## src/rtl/uart_cmd_if.sv

```systemverilog
// Command-path bundle between uart_cmd_controller and its neighbours:
// UART receiver bytes, register-file strobes and transmitter handshake.
interface uart_cmd_if #(
  parameter int unsigned DATA_WIDTH = 8,
  parameter int unsigned ADDR_WIDTH = 4
);
  logic                  rx_data_valid;
  logic [DATA_WIDTH-1:0] rx_data;
  logic                  rx_par_error;
  logic                  rx_frame_error;
  logic [DATA_WIDTH-1:0] reg_rd_data;
  logic                  reg_rd_valid;
  logic                  tx_ready;
  logic                  reg_wr_en;
  logic                  reg_rd_en;
  logic [ADDR_WIDTH-1:0] reg_addr;
  logic [DATA_WIDTH-1:0] reg_wr_data;
  logic [DATA_WIDTH-1:0] tx_data;
  logic                  tx_data_valid;
  logic                  cmd_error;
  logic                  busy;

  // Controller side
  modport master (
    input  rx_data_valid, rx_data, rx_par_error, rx_frame_error,
    input  reg_rd_data, reg_rd_valid, tx_ready,
    output reg_wr_en, reg_rd_en, reg_addr, reg_wr_data,
    output tx_data, tx_data_valid, cmd_error, busy
  );

  // Receiver / register file / transmitter side
  modport slave (
    output rx_data_valid, rx_data, rx_par_error, rx_frame_error,
    output reg_rd_data, reg_rd_valid, tx_ready,
    input  reg_wr_en, reg_rd_en, reg_addr, reg_wr_data,
    input  tx_data, tx_data_valid, cmd_error, busy
  );
endinterface

```

## src/rtl/uart_cmd_controller.sv

```systemverilog
// Turns UART receiver bytes into register write/read commands and returns
// read data to the transmitter; bad frames and stalled commands raise cmd_error.
module uart_cmd_controller #(
  parameter int unsigned           DATA_WIDTH     = 8,
  parameter int unsigned           ADDR_WIDTH     = 4,
  parameter int unsigned           TIMEOUT_CYCLES = 5000,
  parameter logic [DATA_WIDTH-1:0] WR_OPCODE      = 8'hAA,
  parameter logic [DATA_WIDTH-1:0] RD_OPCODE      = 8'hBB
) (
  input  logic        clk,
  input  logic        reset_n,
  uart_cmd_if.master  bus
);

  localparam int unsigned    CNT_W    = (TIMEOUT_CYCLES > 2) ? $clog2(TIMEOUT_CYCLES) : 1;
  // The error registers one edge after the counter would hit TIMEOUT_CYCLES-1
  localparam logic [CNT_W-1:0] CNT_LAST = CNT_W'(TIMEOUT_CYCLES - 2);

  typedef enum logic [2:0] {
    IDLE, WR_ADDR, WR_DATA, RD_ADDR, RD_WAIT, TX_SEND
  } state_t;

  state_t                state_q, state_d;
  logic [CNT_W-1:0]      cnt_q, cnt_d;
  logic [ADDR_WIDTH-1:0] addr_q, addr_d;
  logic [DATA_WIDTH-1:0] wdata_q, wdata_d;
  logic [DATA_WIDTH-1:0] txd_q, txd_d;
  logic                  txv_q, txv_d;
  logic                  wr_en_q, wr_en_d;
  logic                  rd_en_q, rd_en_d;
  logic                  err_q, err_d;
  logic                  busy_q, busy_d;

  logic accept_c, bad_c, timer_on_c, timeout_c;

  assign accept_c   = bus.rx_data_valid & ~bus.rx_par_error & ~bus.rx_frame_error;
  assign bad_c      = bus.rx_data_valid & (bus.rx_par_error | bus.rx_frame_error);
  assign timer_on_c = (state_q == WR_ADDR) || (state_q == WR_DATA) ||
                      (state_q == RD_ADDR) || (state_q == RD_WAIT);
  assign timeout_c  = timer_on_c && (cnt_q == CNT_LAST);

  // State and output registers
  always_ff @(posedge clk or negedge reset_n) begin
    if (!reset_n) begin
      state_q <= IDLE;
      cnt_q   <= '0;
      addr_q  <= '0;
      wdata_q <= '0;
      txd_q   <= '0;
      txv_q   <= 1'b0;
      wr_en_q <= 1'b0;
      rd_en_q <= 1'b0;
      err_q   <= 1'b0;
      busy_q  <= 1'b0;
    end else begin
      state_q <= state_d;
      cnt_q   <= cnt_d;
      addr_q  <= addr_d;
      wdata_q <= wdata_d;
      txd_q   <= txd_d;
      txv_q   <= txv_d;
      wr_en_q <= wr_en_d;
      rd_en_q <= rd_en_d;
      err_q   <= err_d;
      busy_q  <= busy_d;
    end
  end

  // Next-state and next-output logic
  always_comb begin
    state_d = state_q;
    cnt_d   = cnt_q;
    addr_d  = addr_q;
    wdata_d = wdata_q;
    txd_d   = txd_q;
    txv_d   = txv_q;
    wr_en_d = 1'b0;
    rd_en_d = 1'b0;
    err_d   = 1'b0;

    // A corrupt byte or a stall discards the whole command; one pulse either way
    if (bad_c || timeout_c) begin
      state_d = IDLE;
      cnt_d   = '0;
      txv_d   = 1'b0;
      err_d   = 1'b1;
    end else begin
      unique case (state_q)
        IDLE: begin
          cnt_d = '0;
          if (accept_c) begin
            if (bus.rx_data == WR_OPCODE)      state_d = WR_ADDR;
            else if (bus.rx_data == RD_OPCODE) state_d = RD_ADDR;
            else                               err_d   = 1'b1;
          end
        end
        WR_ADDR: begin
          cnt_d = cnt_q + CNT_W'(1);
          if (accept_c) begin
            addr_d  = bus.rx_data[ADDR_WIDTH-1:0];
            cnt_d   = '0;
            state_d = WR_DATA;
          end
        end
        WR_DATA: begin
          cnt_d = cnt_q + CNT_W'(1);
          if (accept_c) begin
            wdata_d = bus.rx_data;
            wr_en_d = 1'b1;
            cnt_d   = '0;
            state_d = IDLE;
          end
        end
        RD_ADDR: begin
          cnt_d = cnt_q + CNT_W'(1);
          if (accept_c) begin
            addr_d  = bus.rx_data[ADDR_WIDTH-1:0];
            rd_en_d = 1'b1;
            cnt_d   = '0;
            state_d = RD_WAIT;
          end
        end
        RD_WAIT: begin
          cnt_d = cnt_q + CNT_W'(1);
          if (accept_c) begin
            err_d = 1'b1;
            cnt_d = '0;
          end
          if (bus.reg_rd_valid) begin
            txd_d   = bus.reg_rd_data;
            txv_d   = 1'b1;
            cnt_d   = '0;
            state_d = TX_SEND;
          end
        end
        TX_SEND: begin
          cnt_d = '0;
          if (accept_c) err_d = 1'b1;
          if (bus.tx_ready) begin
            txv_d   = 1'b0;
            state_d = IDLE;
          end
        end
        default: begin
          cnt_d   = '0;
          txv_d   = 1'b0;
          state_d = IDLE;
        end
      endcase
    end

    busy_d = (state_d != IDLE);
  end

  assign bus.reg_wr_en     = wr_en_q;
  assign bus.reg_rd_en     = rd_en_q;
  assign bus.reg_addr      = addr_q;
  assign bus.reg_wr_data   = wdata_q;
  assign bus.tx_data       = txd_q;
  assign bus.tx_data_valid = txv_q;
  assign bus.cmd_error     = err_q;
  assign bus.busy          = busy_q;

endmodule

```

## src/flat_wrapper.sv

```systemverilog
// flat-port wrapper written by rule: the top's interface ports become plain ports
module uart_cmd_controller_flat 
#(
  parameter int unsigned           DATA_WIDTH     = 8,
  parameter int unsigned           ADDR_WIDTH     = 4,
  parameter int unsigned           TIMEOUT_CYCLES = 5000,
  parameter logic [DATA_WIDTH-1:0] WR_OPCODE      = 8'hAA,
  parameter logic [DATA_WIDTH-1:0] RD_OPCODE      = 8'hBB
)
  (clk, reset_n, bus_rx_data_valid, bus_rx_data, bus_rx_par_error, bus_rx_frame_error, bus_reg_rd_data, bus_reg_rd_valid, bus_tx_ready, bus_reg_wr_en, bus_reg_rd_en, bus_reg_addr, bus_reg_wr_data, bus_tx_data, bus_tx_data_valid, bus_cmd_error, bus_busy);
  uart_cmd_if #(.DATA_WIDTH(DATA_WIDTH), .ADDR_WIDTH(ADDR_WIDTH)) bus_i ();
  input  logic clk;
  input  logic reset_n;
  input wire logic [$bits(bus_i.rx_data_valid)-1:0] bus_rx_data_valid;
  input wire logic [$bits(bus_i.rx_data)-1:0] bus_rx_data;
  input wire logic [$bits(bus_i.rx_par_error)-1:0] bus_rx_par_error;
  input wire logic [$bits(bus_i.rx_frame_error)-1:0] bus_rx_frame_error;
  input wire logic [$bits(bus_i.reg_rd_data)-1:0] bus_reg_rd_data;
  input wire logic [$bits(bus_i.reg_rd_valid)-1:0] bus_reg_rd_valid;
  input wire logic [$bits(bus_i.tx_ready)-1:0] bus_tx_ready;
  output wire logic [$bits(bus_i.reg_wr_en)-1:0] bus_reg_wr_en;
  output wire logic [$bits(bus_i.reg_rd_en)-1:0] bus_reg_rd_en;
  output wire logic [$bits(bus_i.reg_addr)-1:0] bus_reg_addr;
  output wire logic [$bits(bus_i.reg_wr_data)-1:0] bus_reg_wr_data;
  output wire logic [$bits(bus_i.tx_data)-1:0] bus_tx_data;
  output wire logic [$bits(bus_i.tx_data_valid)-1:0] bus_tx_data_valid;
  output wire logic [$bits(bus_i.cmd_error)-1:0] bus_cmd_error;
  output wire logic [$bits(bus_i.busy)-1:0] bus_busy;
  assign bus_i.rx_data_valid = bus_rx_data_valid;
  assign bus_i.rx_data = bus_rx_data;
  assign bus_i.rx_par_error = bus_rx_par_error;
  assign bus_i.rx_frame_error = bus_rx_frame_error;
  assign bus_i.reg_rd_data = bus_reg_rd_data;
  assign bus_i.reg_rd_valid = bus_reg_rd_valid;
  assign bus_i.tx_ready = bus_tx_ready;
  assign bus_reg_wr_en = bus_i.reg_wr_en;
  assign bus_reg_rd_en = bus_i.reg_rd_en;
  assign bus_reg_addr = bus_i.reg_addr;
  assign bus_reg_wr_data = bus_i.reg_wr_data;
  assign bus_tx_data = bus_i.tx_data;
  assign bus_tx_data_valid = bus_i.tx_data_valid;
  assign bus_cmd_error = bus_i.cmd_error;
  assign bus_busy = bus_i.busy;
  uart_cmd_controller #(.DATA_WIDTH(DATA_WIDTH), .ADDR_WIDTH(ADDR_WIDTH), .TIMEOUT_CYCLES(TIMEOUT_CYCLES), .WR_OPCODE(WR_OPCODE), .RD_OPCODE(RD_OPCODE)) u_core (.clk(clk), .reset_n(reset_n), .bus(bus_i));
endmodule
```

## config.mk

```make
export PLATFORM = sky130hd
export DESIGN_NAME = uart_cmd_controller_flat
export DESIGN_NICKNAME = d
export VERILOG_FILES = /design/src/rtl/uart_cmd_if.sv /design/src/rtl/uart_cmd_controller.sv /design/src/flat_wrapper.sv
export SDC_FILE = /design/constraint.sdc
export NUM_CORES = 1
export LEC_CHECK = 0
export ABC_AREA = 1
export CAP_MARGIN = 15
export CORE_MARGIN = 10
export CORE_UTILIZATION = 30
export CTS_BUF_LIST = sky130_fd_sc_hd__clkbuf_16
export DETAILED_ROUTE_END_ITERATION = 8
export GPL_TIMING_DRIVEN = 0
export MAX_ROUTING_LAYER = met4
export PLACE_DENSITY = 0.62
export SLEW_MARGIN = 20
export SYNTH_ARGS = -nofsm -noshare
export SYNTH_HDL_FRONTEND = slang
export SYNTH_SLANG_ARGS = --single-unit
```

## constraint.sdc

```tcl
create_clock -name clk -period 1.5 [get_ports clk]
set_input_delay 0.225 -clock clk [delete_from_list [all_inputs] [get_ports clk]]
set_output_delay 0.225 -clock clk [all_outputs]
set_load 0.02 [all_outputs]
```

==> flow_metrics.tcl, run 1 <==
set metrics [dict create \
    powerDensity_mw_per_mm2 899 \
    fin_crit_sh 1.03 \
    period_needed_ps 1550 \
    r2r_cells 8 \
    crit_start "u_core.cnt_q[0]$_DFF_PN0_" \
    cp_slowest_stage_delay_ps 380 \
    end_kind "flop" \
    cts-root-buf "clkbuf_16" \
    ctsLongestPathBuffers 2 \
    place_ws_ps -256 \
    crit_arrival_ps 1720 \
    die_y_um 102 \
    dpl.hpwl_mm 3.59 \
    grt-ovfl-total 0 \
    cts_tree "yes" \
    startpoint_type "flop" \
    num_rows 29 \
    cts_inserted_buffers 5 \
    critPathRequiredTime_ps 1680 \
    critical-path-top-delay-family "simple AND/OR/NAND/NOR gates" \
    grt_first_pass_wirelength_mm 8.05 \
    whs_ps 458 \
    p_leak_nw 1.66 \
    power_w 0.00272 \
    ant_nets 0 \
    clk_latency_ps 280 \
    path_class "flop to flop" \
    rrSetupSlack_ps -50 \
    mappedNetlistNets 270 \
    core_area_mm2 0.00642 \
    nets 336 \
    ys_warn_count 0 \
    outcome "finished, violations left" \
    drv_cap 0 \
    maxSlewViolCount 0 \
    max_slew_margin 0.613 \
    synth-main-ff-cell "dfrtp_1" \
    drc 0 \
    ys_ff_latch 41 \
    path_max_fanout 5 \
    diodes 0 \
    cts.sink_count 41 \
    drive_above_1_share 0.224 \
    path_cells "inv_2 -> ha_4 -> nand2_4 -> nor3_4 -> nand3_4 -> nand2_4 -> clkbuf_16 -> o21ai_2" \
    grtUsageTotal 0.0997 \
    syn_inst 245 \
    finalWirelength_mm 4.98 \
    synth_most_common_cell "nand2_1" \
    r2r-end "u_core.bus.reg_wr_data[2]$_DFFE_PN0P_" \
    syn_area_per_cell_um2 8.17 \
    synth_seq_area_share 0.513 \
    synth_edf_count 0 \
    synth_top_area_cell "dfrtp_1" \
    area_growth_pct 51.4 \
    finalHoldViolCount 0 \
    critPathMostFrequentCell "nand2_4" \
    cp_num_cells 8 \
    grt_max_degree 22 \
    rsz0062_at_grt "yes" \
    timing.final.ws_setup_ps -46.1 \
    start_util 0.312 \
    setup_viol 22 \
    netlist_top_cells_count "nand2_1 (81), dfrtp_1 (41), inv_1 (29)" \
    critical-path-slowest-cell "dfrtp_1" \
    timing.setup.tns_ps -377 \
    timing.rr.start "u_core.cnt_q[0]$_DFF_PN0_" \
    async_flop_share 1.00 \
    dr.pass1.iters 4 \
    crit_end "u_core.bus.reg_wr_data[2]$_DFFE_PN0P_" \
    skew_ps 5.74 \
    viasPerCell 4.58 \
    fill_cells 626 \
    synth.top_cell.area_share 0.513 \
    irDropWorstVdd_mv 0.541 \
    synth_cell_types 29 \
    wl_per_cell_um 12.8 \
    die_area_mm2 0.0103 \
    min_path_type "input pin to asynchronous set/reset pin" \
    io_pins 48 \
    synth_area_leaders "dfrtp_1 (51%), nand2_1 (15%), inv_1 (5.4%), nor2_1 (4.7%), nand3_1 (3.5%)" \
    tightestPinTransition_ps 575 \
    violations "negative setup slack" \
    finish.utilization 0.472 \
    fmax_ghz 0.647 \
    place_congestion 0.816 \
    clk_pin_slew_ps 60 \
    first_global_vias 1755 \
    syn_area_mm2 0.00200 \
    path_buf_inv 2 \
    vias 1780 \
    portBuffers 47 \
    die_w_um 102 \
    drtIter0Drc 59 \
    cts-htree-levels 2 \
    antenna_found_initial 0 \
]
-- cell families (layout without fill, tap and decap cells) --
kind of cell             count (synthesis)  in the layout  synth area share
AO/OA/AOI/OAI                           21             21            0.0644
XOR/XNOR                                 7              7            0.0306
adder cells (fa/ha/maj)                  2              2            0.0125
buffers and inverters                   32             98            0.0656
flip-flops                              41             41             0.512
AND/OR/NAND/NOR                        142            143             0.314
-- sequential cells by signal (all words and copies together), names as in the netlist --
name and count:
u_core.bus.tx_data_valid 1, u_core.bus.reg_wr_en 1, u_core.bus.reg_rd_en 1, u_core.cnt_q 13
u_core.bus.cmd_error 1, u_core.bus.reg_wr_data 8, u_core.state_q 3, u_core.bus.tx_data 8
u_core.bus.reg_addr 4, u_core.bus.busy 1
-- placed cells by master (no fill, tap or decap), types with 6 or more instances in the layout --
cell type and instances:
nand3_1 13, inv_1 26, nor2_1 22, dlymetal6s2s_1 14, clkdlybuf4s50_1 31, buf_4 7
o21ai_0 8, nand2_1 67, o21ai_2 6, clkbuf_16 6, dfrtp_1 40, nand2_2 14
xor2_1 6, nor2_2 8
-- power breakdown --
part           total, W  internal (W)  leakage [nW]  switching [W]
clock           0.00105      0.000610        0.0672       0.000444
sequential      0.00121       0.00117         0.560      0.0000388
combinational  0.000462      0.000225          1.03       0.000237
total           0.00272       0.00200          1.66       0.000720
-- layout make-up --
class                           instances  area, µm²  share of cell area
Tap cell                               77       96.3              0.0318
Inverter                               30        120              0.0396
Clock buffer                            5        125              0.0413
Multi-Input combinational cell        173        987               0.326
Buffer                                  2       30.0             0.00991
Clock inverter                          3       18.8             0.00619
Sequential cell                        41       1030               0.339
Timing Repair Buffer                   58        626               0.206
-- worst min-delay path by stage --
| stage | start | to | slack, ps | depth (start not counted) |
|---|---|---|---|---|
| detailed placement | reset_n | u_core.cnt_q[3]$_DFF_PN0_ | 240 | 1 |
| floorplan | reset_n | u_core.bus.busy$_DFF_PN0_ | -70 | 0 |
| CTS | bus_reg_rd_data[1] | u_core.bus.tx_data[1]$_DFFE_PN0P_ | 470 | 3 |
| global placement | u_core.cnt_q[0]$_DFF_PN0_ | u_core.cnt_q[0]$_DFF_PN0_ | 450 | 1 |
| global route | u_core.bus.tx_data[7]$_DFFE_PN0P_ | u_core.bus.tx_data[7]$_DFFE_PN0P_ | 490 | 2 |
| finish | reset_n | u_core.cnt_q[3]$_DFF_PN0_ | 460 | 2 |
-- per-stage QoR --
step / std cells / instance area [µm²]
floorplan: 245 / 2000
global placement: 369 / 2570
detailed placement: 370 / 2590
CTS: 386 / 2840
global route: 389 / 3030
finish: 389 / 3030
-- metal layers --
| layer | wire (µm) | up-vias | GRT usage |
|---|---|---|---|
| met2 | 2550 | 38 | 0.166 |
| met4 | 57 | 0 | 0.0330 |
| met1 | 2070 | 836 | 0.107 |
| met5 | 0 | - | - |
| met3 | 306 | 5 | 0.0374 |
| li1 | - | 901 | - |
-- repair_timing --
item,4_1_cts,5_1_grt
resized for setup,10,52
endpoints found under the setup margin,35,51
pin swaps,4,8
gates cloned,1,1
hold buffers,1,0
setup buffers,6,2
hold endpoints to repair,20,0
Power figures use the tool's default switching activity.
==> run 2, diff against run 1 <==
ABC_AREA = not set   (was 1)
CORE_UTILIZATION = 40   (was 30)
PLACE_DENSITY = 0.77   (was 0.62)
==> run 2 against run 1 <==
Compared with the run above: the flow still finishes with violations (negative setup slack); fmax fell by 21%; non-clock buffer count up 5; count of clock-buffer cells in the layout is the same; via count down 18%; critical path depth shrank 2; worst hold slack got worse by 69 ps; sequential power is 3% lower; total power is 2.6% lower; flip-flop and latch count did not move; routed wire length down 13%; critical path type unchanged; critical endpoint is now u_core.bus.reg_wr_data[1]$_DFFE_PN0P_; largest power group is now clock; highest routed layer unchanged.
==> flow_metrics.tcl, run 2 <==
set metrics [dict create \
    outcome "finished, violations left" \
    violations "negative setup slack" \
    synth.top_cell.area_share 0.536 \
    synth_seq_area_share 0.536 \
    path_max_fanout 9 \
    path_class "flop to flop" \
    drc 0 \
    mappedNetlistNets 187 \
    portBuffers 47 \
    wl_per_cell_um 15.2 \
    syn_area_per_cell_um2 11.8 \
    ant_nets 0 \
    synth_area_leaders "dfrtp_1 (54%), mux2_2 (6.5%), mux2_4 (6.3%), nor2_1 (4.9%), xnor2_1 (4.1%)" \
    clk_pin_slew_ps 60 \
    cts-htree-levels 2 \
    synth_cell_types 39 \
    drive_above_1_share 0.260 \
    drtIter0Drc 79 \
    critPathRequiredTime_ps 1660 \
    seq_area_mm2 0.00103 \
    clk_latency_ps 280 \
    finalWirelength_mm 4.35 \
    synth_most_common_cell "dfrtp_1" \
    dr.pass1.iters 4 \
    largest_reg_flops 13 \
    r2r-end "u_core.bus.reg_wr_data[1]$_DFFE_PN0P_" \
    io_pins 48 \
    cts_inserted_buffers 5 \
    antenna_found_initial 0 \
    syn_inst 162 \
    setup_viol 41 \
    regMostFlops "u_core.cnt_q" \
    fmax_ghz 0.514 \
    rrSetupSlack_ps -450 \
    place_congestion 0.826 \
    ys_warn_count 0 \
    layout_common_cells "dfrtp_1 (40), clkdlybuf4s50_1 (36), nor2_1 (21)" \
    die_y_um 89.2 \
    timing.rr.start "u_core.state_q[1]$_DFF_PN0_" \
    nets 255 \
    num_rows 25 \
    startpoint_type "flop" \
    grt_max_degree 27 \
    stdcell_count 285 \
    fin_crit_sh 1.30 \
    placed_cell_area_mm2 0.00249 \
    vias 1460 \
    grt-ovfl-total 0 \
    irDropWorstVdd_mv 0.467 \
    drv_cap 0 \
    crit_arrival_ps 2110 \
    powerDensity_mw_per_mm2 934 \
    synth-main-ff-cell "dfrtp_1" \
    ctsLongestPathBuffers 2 \
    grtUsageTotal 0.119 \
    min_path_type "input pin to asynchronous set/reset pin" \
    ys_ff_latch 41 \
    cts.sink_count 41 \
    end_kind "flop" \
    first_global_vias 1506 \
    die_w_um 89.2 \
    dp_cells 264 \
    synth_top_area_cell "dfrtp_1" \
    power_w 0.00265 \
    whs_ps 389 \
    netlist_top_cells_count "dfrtp_1 (41), nor2_1 (25), mux2_2 (11)" \
    area_growth_pct 48.4 \
    dpl.hpwl_mm 3.01 \
    finish.utilization 0.606 \
    diodes 0 \
    timing.final.ws_setup_ps -446 \
    max_slew_margin 0.637 \
    fill_cells 392 \
    cts_tree "yes" \
    final_common_cell "dfrtp_1" \
    p_leak_nw 1.32 \
    multi_input_area_um2 892 \
    rsz0062_at_grt "yes" \
    async_flop_share 1.00 \
    tightestPinTransition_ps 543 \
    finalInstanceArea_mm2 0.00284 \
    grt_first_pass_wirelength_mm 7.19 \
    core_area_mm2 0.00469 \
    synth_edf_count 0 \
    viasPerCell 5.12 \
    syn_area_mm2 0.00191 \
    start_util 0.408 \
    period_needed_ps 1950 \
    cts-root-buf "clkbuf_16" \
    finalHoldViolCount 0 \
    r2r_cells 6 \
    skew_ps 4.31 \
    maxSlewViolCount 0 \
    die_area_mm2 0.00795 \
]
[run 2: changes by cell type after synthesis, sizes merged, moves of 4 or more]
cell   change
nor2       -6
o21ai     -12
xnor2      +8
nor3       -4
mux2      +20
nand3      -9
inv       -22
nand2     -79
[run 2: metal layers]
metal | track usage | vias to the layer above | part of all wire
met5 | - | - | 0
met4 | 0.0434 | 0 | 0.013
met3 | 0.0374 | 5 | 0.072
met2 | 0.188 | 41 | 0.48
met1 | 0.138 | 709 | 0.43
li1 | - | 705 | -
[run 2: cell families after synthesis]
logic type	share of synthesized area
AND/OR/NAND/NOR	0.168
buffers and inverters	0.0261
flip-flops	0.536
adder cells (fa/ha/maj)	0.0131
AO/OA/AOI/OAI	0.0686
XOR/XNOR	0.0549
multiplexers	0.133
[run 2: power by group]
part           switching, W  total, W  internal (W)
sequential        0.0000189   0.00117       0.00115
clock              0.000414   0.00119      0.000778
combinational      0.000133  0.000297      0.000165
total              0.000566   0.00265       0.00209
[run 2: how the worst max path moves through the flow]
stage,startpoint,endpoint,slack (ps),depth (start not counted)
5_1_grt,u_core.cnt_q[0]$_DFF_PN0_,u_core.bus.reg_wr_data[5]$_DFFE_PN0P_,-530,8
2_1_floorplan,u_core.state_q[1]$_DFF_PN0_,u_core.bus.tx_data[7]$_DFFE_PN0P_,-450,4
4_1_cts,u_core.cnt_q[4]$_DFF_PN0_,u_core.bus.reg_wr_data[0]$_DFFE_PN0P_,-410,6
3_3_place_gp,reset_n,u_core.cnt_q[6]$_DFF_PN0_,-840,1
3_5_place_dp,bus_rx_data_valid,u_core.bus.reg_wr_data[2]$_DFFE_PN0P_,-880,4
6_report,u_core.state_q[1]$_DFF_PN0_,u_core.bus.reg_wr_data[1]$_DFFE_PN0P_,-450,6
[run 2: cell type report]
type                       instances  share of cell area
clock buffer                       5              0.0440
multi-input combinational        109               0.314
clock inverter                     3              0.0145
sequential                        41               0.362
buffer                             3             0.00969
tap                               54              0.0238
inverter                           8              0.0106
timing repair buffer              62               0.222
[run 2: repair_timing]
action / 4_1_cts / 5_1_grt
resized for setup: 14 / 10
hold buffers: 1 / 0
pin swaps: 7 / 0
buffers inserted: 11 / 4
endpoints found under the setup margin: 42 / 50
hold endpoints to repair: 15 / 0
[run 2: metrics by stage]
step                setup slack (ps)  TNS (ps)
floorplan                       -447    -14880
global placement                -837    -57900
detailed placement              -876    -24160
CTS                             -409    -13490
global route                    -527    -19010
finish                          -446    -15000
[run 2: critical path, cell delays in order, from the launching register on]
cell and delay, ps:
dfrtp_2 420, or3b_4 410, a2111oi_4 300, buf_4 200, nor4b_4 50, buf_12 150
mux2_4 290
==> run 3, diff against run 2 <==
MAX_ROUTING_LAYER = not set   (was met4)
TNS_END_PERCENT = 30   (was not set)
==> run 3 against run 2 <==
Compared with the run above: the flow still finishes with violations (negative setup slack); sequential share of layout area rose by 0.69 points; via count rose by 1.3%; routed wire length rose by 4.4%; design area fell by 1.8%; count of clock-buffer cells in the layout did not move; clock power fell by 15%; final cell count fell by 0.35%; worst setup slack got worse by 18 ps; critical endpoint is now u_core.bus.reg_wr_data[6]$_DFFE_PN0P_.
==> flow_metrics.tcl, run 3 (same netlist as run 2, synthesis figures left out) <==
set metrics [dict create \
    outcome "finished, violations left" \
    violations "negative setup slack" \
    stdcell_count 284 \
    rsz0062_at_grt "yes" \
    clk_latency_ps 280 \
    min_path_type "input pin to asynchronous set/reset pin" \
    end_kind "flop" \
    p_leak_nw 1.22 \
    fill_cells 384 \
    crit_arrival_ps 2130 \
    layout_common_cells "clkdlybuf4s50_1 (41), dfrtp_1 (39), nor2_1 (23)" \
    die_area_mm2 0.00795 \
    cts-root-buf "clkbuf_16" \
    portBuffers 47 \
    area_growth_pct 45.8 \
    ctsLongestPathBuffers 2 \
    path_buf_inv 2 \
    place_ws_ps -793 \
    clk_pin_slew_ps 60 \
    cts.sink_count 41 \
    cts_inserted_buffers 5 \
    largest_reg_flops 13 \
    max_slew_margin 0.626 \
    drv_cap 0 \
    timing.final.ws_setup_ps -464 \
    drive_above_1_share 0.248 \
    path_max_fanout 8 \
    wl_per_cell_um 16.0 \
    final_common_cell "clkdlybuf4s50_1" \
    die_y_um 89.2 \
    nets 254 \
    grt_max_degree 28 \
    dpl.hpwl_mm 3.14 \
    fmax_ghz 0.509 \
    finalWirelength_mm 4.54 \
    dp_cells 264 \
    drc 0 \
    startpoint_type "flop" \
    period_needed_ps 1960 \
    cts_tree "yes" \
    maxSlewViolCount 0 \
    fin_crit_sh 1.31 \
    core_area_mm2 0.00469 \
    path_class "flop to flop" \
    viasPerCell 5.21 \
    timing.rr.start "u_core.cnt_q[1]$_DFF_PN0_" \
    grt_first_pass_wirelength_mm 7.33 \
    grtUsageTotal 0.119 \
    cp_slowest_stage_delay_ps 430 \
    setup_viol 41 \
    critPathRequiredTime_ps 1660 \
    num_rows 25 \
    regMostFlops "u_core.cnt_q" \
    irDropWorstVdd_mv 0.607 \
    critical-path-slowest-cell "dfrtp_2" \
    vias 1479 \
    cts-htree-levels 2 \
    rrSetupSlack_ps -460 \
    skew_ps 4.42 \
    first_global_vias 1500 \
    r2r-end "u_core.bus.reg_wr_data[6]$_DFFE_PN0P_" \
    place_congestion 0.830 \
    io_pins 48 \
    critical-path-top-delay-family "simple AND/OR/NAND/NOR gates" \
    timing.setup.tns_ps -13150 \
    powerDensity_mw_per_mm2 888 \
    start_util 0.408 \
    power_w 0.00248 \
    die_w_um 89.2 \
    ant_nets 0 \
    dr.pass1.iters 4 \
    path_cells "ha_2 -> nand4bb_1 -> a2111oi_4 -> buf_4 -> nor4b_4 -> buf_12 -> mux2_4" \
    antenna_found_initial 0 \
    diodes 0 \
    drtIter0Drc 70 \
    finalHoldViolCount 0 \
    r2r_cells 7 \
    tightestPinTransition_ps 560 \
    grt-ovfl-total 0 \
]
[run 3: cell type report]
| type | instances | area, µm² | area share |
|---|---|---|---|
| Buffer | 4 | 37.5 | 0.0134 |
| Clock buffer | 5 | 125 | 0.0448 |
| Clock inverter | 3 | 12.5 | 0.00448 |
| Inverter | 8 | 30.0 | 0.0108 |
| Multi-Input combinational cell | 109 | 887 | 0.318 |
| Sequential cell | 41 | 1030 | 0.368 |
| Tap cell | 54 | 67.6 | 0.0242 |
| Timing Repair Buffer | 60 | 603 | 0.216 |
[run 3: routing by layer]
| layer | global-route usage | vias up | wire (µm) |
|---|---|---|---|
| met5 | 0 | - | 0 |
| met4 | 0.0390 | 0 | 79 |
| met3 | 0.0410 | 8 | 331 |
| met2 | 0.194 | 52 | 2280 |
| met1 | 0.144 | 712 | 1850 |
| li1 | - | 707 | - |
[run 3: worst reg2reg max path, delay by kind of cell (launching register included)]
family,cells,cell delay [ps]
multiplexers,1,300
adder cells (fa/ha/maj),1,180
flip-flops,1,430
AND/OR/NAND/NOR,2,520
buffers and inverters,2,340
AO/OA/AOI/OAI,1,70
[run 3: power by group]
part	internal (W)	switching [W]
logic	0.000168	0.000132
clock network	0.000601	0.000411
registers	0.00115	0.0000192
[run 3: worst max-delay path by stage]
stage	startpoint	endpoint	cells after the start
after global placement	reset_n	u_core.cnt_q[0]$_DFF_PN0_	1
after global routing	u_core.cnt_q[1]$_DFF_PN0_	u_core.bus.reg_wr_data[2]$_DFFE_PN0P_	7
after floorplan	u_core.state_q[1]$_DFF_PN0_	u_core.bus.tx_data[7]$_DFFE_PN0P_	4
final	u_core.cnt_q[1]$_DFF_PN0_	u_core.bus.reg_wr_data[6]$_DFFE_PN0P_	7
after CTS	u_core.cnt_q[3]$_DFF_PN0_	u_core.bus.reg_wr_data[2]$_DFFE_PN0P_	6
after detailed placement	bus_rx_data_valid	u_core.bus.reg_wr_data[2]$_DFFE_PN0P_	4
[run 3: timing repair]
item / CTS / global route
endpoints found under the setup margin: 42 / 45
hold endpoints to repair: 14 / 0
hold buffers: 1 / 0
resized for setup: 11 / 12
pin swaps: 8 / 4
gates cloned: 1 / 0
buffers inserted: 8 / 3
[run 3: per-stage QoR]
step,hold WS (ps),area (µm²),util
floorplan,-70.6,1930,-
global placement,469,2470,0.526
detailed placement,165,2480,0.529
CTS,409,2740,0.583
global route,431,2790,0.595
finish,386,2790,0.595
